===== src/rtl/mac_accumulator_if.sv =====
// rtl/mac_accumulator_if.sv - product-in / sum-out handshake bundle for mac_accumulator
interface mac_accumulator_if #(
    parameter int ACC_W = 12
);
    logic             clear;
    logic [7:0]       prod;
    logic             prod_valid;
    logic             prod_ready;
    logic [ACC_W-1:0] sum;
    logic             sum_valid;
    logic             sum_ready;
    logic             ovf;

    // Upstream/downstream side: drives products, abort and result consumption
    modport master (
        output clear, prod, prod_valid, sum_ready,
        input  prod_ready, sum, sum_valid, ovf
    );

    // Accumulator side
    modport slave (
        input  clear, prod, prod_valid, sum_ready,
        output prod_ready, sum, sum_valid, ovf
    );
endinterface


===== src/rtl/mac_accumulator.sv =====
// rtl/mac_accumulator.sv - sums NTERMS products per result; MAC_ACCUMULATOR_SATURATE_EN selects saturate vs wrap
module mac_accumulator #(
    parameter int NTERMS = 8,
    parameter int ACC_W  = 12
) (
    input  logic clk,
    input  logic rst,
    mac_accumulator_if.slave bus
);
    localparam int CNT_W = (NTERMS > 1) ? $clog2(NTERMS) : 1;
    localparam logic [CNT_W-1:0] LAST_CNT = CNT_W'(NTERMS - 1);

    typedef enum logic {ACCUM, HOLD} state_t;

    state_t           state_q, state_d;
    logic [ACC_W-1:0] acc_q, acc_d;
    logic [CNT_W-1:0] cnt_q, cnt_d;
    logic [ACC_W-1:0] sum_q, sum_d;
    logic             sum_valid_q, sum_valid_d;
    logic             ovf_q, ovf_d;

    logic [ACC_W:0]   add_full;
    logic             carry;
    logic [ACC_W-1:0] add_res;

    // Running sum plus incoming product, with the carry kept for overflow detection
    assign add_full = {1'b0, acc_q} + {{(ACC_W - 7){1'b0}}, bus.prod};
    assign carry    = add_full[ACC_W];

`ifdef MAC_ACCUMULATOR_SATURATE_EN
    // Once pinned at full scale, further nonzero terms carry again and stay pinned
    assign add_res = carry ? '1 : add_full[ACC_W-1:0];
`else
    assign add_res = add_full[ACC_W-1:0];
`endif

    // Ready depends only on state, never on prod_valid
    assign bus.prod_ready = (state_q == ACCUM);
    assign bus.sum        = sum_q;
    assign bus.sum_valid  = sum_valid_q;
    assign bus.ovf        = ovf_q;

    // State and datapath registers; reset drops any partial or held result
    always_ff @(posedge clk or posedge rst) begin
        if (rst) begin
            state_q     <= ACCUM;
            acc_q       <= '0;
            cnt_q       <= '0;
            sum_q       <= '0;
            sum_valid_q <= 1'b0;
            ovf_q       <= 1'b0;
        end else begin
            state_q     <= state_d;
            acc_q       <= acc_d;
            cnt_q       <= cnt_d;
            sum_q       <= sum_d;
            sum_valid_q <= sum_valid_d;
            ovf_q       <= ovf_d;
        end
    end

    // Next state: accumulate until the final term, then hold the result until consumed
    always_comb begin
        state_d     = state_q;
        acc_d       = acc_q;
        cnt_d       = cnt_q;
        sum_d       = sum_q;
        sum_valid_d = sum_valid_q;
        ovf_d       = ovf_q;
        case (state_q)
            ACCUM: begin
                if (bus.clear) begin
                    // Abort wins over a concurrent product
                    acc_d = '0;
                    cnt_d = '0;
                    ovf_d = 1'b0;
                end else if (bus.prod_valid) begin
                    ovf_d = ovf_q | carry;
                    if (cnt_q == LAST_CNT) begin
                        sum_d       = add_res;
                        sum_valid_d = 1'b1;
                        acc_d       = '0;
                        cnt_d       = '0;
                        state_d     = HOLD;
                    end else begin
                        acc_d = add_res;
                        cnt_d = cnt_q + CNT_W'(1);
                    end
                end
            end
            HOLD: begin
                // clear is ignored here so a finished result survives
                if (bus.sum_ready) begin
                    sum_valid_d = 1'b0;
                    ovf_d       = 1'b0;
                    state_d     = ACCUM;
                end
            end
            default: state_d = ACCUM;
        endcase
    end
endmodule


===== src/flat_wrapper.sv =====
// flat-port wrapper written by rule: the top's interface ports become plain ports
module mac_accumulator_flat 
#(
    parameter int NTERMS = 8,
    parameter int ACC_W  = 12
)
  (clk, rst, bus_clear, bus_prod, bus_prod_valid, bus_sum_ready, bus_prod_ready, bus_sum, bus_sum_valid, bus_ovf);
  mac_accumulator_if #(.ACC_W(ACC_W)) bus_i ();
  input  logic clk;
  input  logic rst;
  input wire logic [$bits(bus_i.clear)-1:0] bus_clear;
  input wire logic [$bits(bus_i.prod)-1:0] bus_prod;
  input wire logic [$bits(bus_i.prod_valid)-1:0] bus_prod_valid;
  input wire logic [$bits(bus_i.sum_ready)-1:0] bus_sum_ready;
  output wire logic [$bits(bus_i.prod_ready)-1:0] bus_prod_ready;
  output wire logic [$bits(bus_i.sum)-1:0] bus_sum;
  output wire logic [$bits(bus_i.sum_valid)-1:0] bus_sum_valid;
  output wire logic [$bits(bus_i.ovf)-1:0] bus_ovf;
  assign bus_i.clear = bus_clear;
  assign bus_i.prod = bus_prod;
  assign bus_i.prod_valid = bus_prod_valid;
  assign bus_i.sum_ready = bus_sum_ready;
  assign bus_prod_ready = bus_i.prod_ready;
  assign bus_sum = bus_i.sum;
  assign bus_sum_valid = bus_i.sum_valid;
  assign bus_ovf = bus_i.ovf;
  mac_accumulator #(.NTERMS(NTERMS), .ACC_W(ACC_W)) u_core (.clk(clk), .rst(rst), .bus(bus_i));
endmodule

===== config.mk =====
export PLATFORM = sky130hd
export DESIGN_NAME = mac_accumulator_flat
export DESIGN_NICKNAME = d
export VERILOG_FILES = /design/src/rtl/mac_accumulator_if.sv /design/src/rtl/mac_accumulator.sv /design/src/flat_wrapper.sv
export SDC_FILE = /design/constraint.sdc
export NUM_CORES = 1
export LEC_CHECK = 0
export BUFFER_PORTS_ARGS = -buffer_cell sky130_fd_sc_hd__clkbuf_2
export CORE_ASPECT_RATIO = 0.8
export CORE_UTILIZATION = 55
export DETAILED_ROUTE_END_ITERATION = 8
export GPL_ROUTABILITY_DRIVEN = 0
export PLACE_DENSITY = 0.88
export SKIP_CTS_REPAIR_TIMING = 1
export SYNTH_ARGS = -nofsm -noshare
export SYNTH_HDL_FRONTEND = slang
export SYNTH_SLANG_ARGS = --single-unit

===== constraint.sdc =====
create_clock -name clk -period 5 [get_ports clk]
set_clock_uncertainty 0.15 [all_clocks]
set_input_delay 1 -clock clk [delete_from_list [all_inputs] [get_ports clk]]
set_output_delay 1 -clock clk [all_outputs]
set_load 0.005 [all_outputs]

==> flow_summary.json <==
{
  "yosys-top-cells-count": "dfrtp_1 (30), nand2_1 (19), a21oi_1 (11)",
  "p_seq_share_pct": 49.7,
  "slowest_stage": "ha_1",
  "ys_ff_latch": 30,
  "cp-end-kind": "flop",
  "seq_area_frac_synth_pct": 46.5,
  "h-tree-depth": 2,
  "synth_area_um2": 1610,
  "fin_cells": 218,
  "clockBufferDepth": 2,
  "preCtsSetupSlack_ns": 2.26,
  "yosys.cell_types.count": 34,
  "cts_buffers": 5,
  "outcome": "finished clean",
  "crit_arrival_ns": 2.51,
  "rows": 17,
  "crit_buf_inv": 1,
  "rsz0062_at_grt": "false",
  "fin_hold_ws_ns": 0.342,
  "p_comb_share_pct": 24.2,
  "antenna_found_initial": 0,
  "grt_overflow_total": 0,
  "placed_cell_area_um2": 1780,
  "grt_usage_pct": 25.0,
  "crit_path_max_fanout": 4,
  "slew_headroom_pct": 24.1,
  "vias": 1255,
  "drt_iter0_drc": 62,
  "drc": 0,
  "fillers": 243,
  "die_x_um": 62.6,
  "grt_max_degree": 31,
  "required_ns": 5.10,
  "drv_cap": 0,
  "die_area_um2": 3160,
  "die_y_um": 50.5,
  "clock_insertion_delay_worst_skew_ns": 0.32,
  "path_clk_slew_ns": 0.08,
  "wl_per_cell_um": 15.3,
  "num_antenna_cells": 0,
  "synth.top_cell.area_share_pct": 46.5,
  "routed_wl_mm": 3.34,
  "synth_most_common_cell": "dfrtp_1",
  "vdd_ir_drop_max_v": 0.000195,
  "hold_viol": 0,
  "crit_chain": "clkbuf_2 > ha_1 > o211ai_2 > nor3_1 > o21ai_1 > or2_0 > mux2i_1",
  "syn_to_final_growth_pct": 13.6,
  "syn_nets": 174,
  "maxSlewViolCount": 0,
  "tns_ns": 0,
  "numClockSinks": 30,
  "hold_path.class": "flop to flop",
  "synth_area_leaders": "dfrtp_1 (47%), ha_1 (7.8%), mux2_2 (5.6%)",
  "rr_worst_depth": 5,
  "critical_path_depth": 7,
  "hpwl_mm": 2.51,
  "avgViaCountPerCell": 5.76,
  "final_area_um2": 1830,
  "synth_area_per_cell_um2": 10.8,
  "p_switching_uw": 159,
  "internal_power_uw": 374,
  "synth_edf_count": 0,
  "setup_viol_count_final": 0,
  "synth_cells": 150,
  "worst_pin_slew_ns": 1.13,
  "grt_pass1_vias": 1317,
  "cts_tree": "yes",
  "yosys_warnings": 0,
  "fin_ws_ns": 2.59,
  "power_frac_clock_pct": 26.1,
  "p_leak_uw": 0.000935,
  "crit_type": "input port to flop",
  "core_um2": 2770,
  "timing.fmax_mhz": 414,
  "nets": 205,
  "io_pins": 28,
  "yosysTopAreaCell": "dfrtp_1",
  "async_reset_ff_share_pct": 100,
  "dp.cells": 212,
  "layout_worst_path_cycle_share_pct": 48.3,
  "min_path_cells": 2,
  "ant_nets": 0,
  "initial_core_util_pct": 58.4,
  "drive_above_1_share_pct": 26.7,
  "place.port_buffers": 27,
  "switching_share_pct": 29.8,
  "grt_pass1_wl_mm": 5.87,
  "synth-main-ff-cell": "dfrtp_1",
  "min_period_ns": 2.41,
  "critPathLaunchType": "input port",
  "p_per_area_nw_per_um2": 290,
  "slowest_delay_ns": 0.38,
  "cp_top_family": "simple AND/OR/NAND/NOR gates",
  "dr.pass1.iters": 5,
  "root_buffer": "clkbuf_4"
}
## metal layers
layer	global-route usage, %	wire length (um)
met1	29.7	1460
met2	42.4	1680
met3	5.68	137
met4	14.0	68
met5	0	0
## registers in the layout (all words and copies together) (netlist names)
signal                flops
u_core.bus.sum_valid      1
u_core.cnt_q              3
u_core.bus.ovf            1
u_core.acc_q             12
u_core.bus.sum           12
u_core.state_q            1
## per-stage QoR
step                power (uW)  utilization, %
floorplan                  366               -
global placement           389            64.5
detailed placement         397            64.5
CTS                        536            66.3
global route               562            66.3
finish                     532            66.3
## logic make-up (layout without fill, tap and decap cells)
family | after synthesis | in the layout | synth area share (%)
AOI/OAI and AO/OA | 45 | 45 | 18.5
xor gates and xnor gates | 10 | 10 | 5.43
adders and majority gates | 11 | 11 | 8.99
buffers and inverters | 7 | 37 | 1.78
DFF | 30 | 30 | 46.5
muxes | 11 | 11 | 7.44
and+or+nand+nor | 36 | 36 | 11.3
## tightest hold or removal path: cells and delay by family (launching register included)
kind	cells	cell delay [ns]
AND/OR/NAND/NOR	1	0.05
AO/OA/AOI/OAI	1	0.06
flip-flops	1	0.35
## worst paths after layout
check / start / end / slack [ns]
worst min register to register: u_core.bus.sum[9] / u_core.bus.sum[9] / 0.34
worst max-delay path: bus_prod[4] / u_core.acc_q[11] / 2.59
max in group asynchronous: rst / u_core.acc_q[7] / 3.25
min in group asynchronous: rst / u_core.bus.sum[4] / 0.78
worst max register to register: u_core.cnt_q[0] / u_core.acc_q[9] / 2.92
worst min-delay path: u_core.bus.sum[9] / u_core.bus.sum[9] / 0.34
## layout by cell type, fill, tap and decap left out, types with 8 or more instances in the layout
cell,synthesis,layout
o21ai_0,8,8
mux2_2,8,8
ha_1,10,10
clkbuf_2,0,27
a21oi_1,11,11
o21ai_1,8,8
dfrtp_1,30,30
a22o_1,8,8
nand2_1,19,19
## power groups by stage
| stage | Combinational (uW) | Clock (uW) | Sequential, uW |
|---|---|---|---|
| floorplan | 99.7 | 0 | 267 |
| global placement | 120 | 0 | 268 |
| detailed placement | 127 | 0 | 269 |
| CTS | 129 | 142 | 265 |
| global route | 145 | 150 | 267 |
| finish | 129 | 139 | 264 |
## area by class of cell
cell class                 instances  area [um2]  share of cell area, %
clock buffer                       6        51.3                   2.80
inverter                           4        15.0                  0.819
multi-input combinational        113         835                   45.5
sequential                        30         751                   40.9
tap                               38        47.5                   2.59
timing repair buffer              27         135                   7.37
Power figures use the tool's default switching activity.
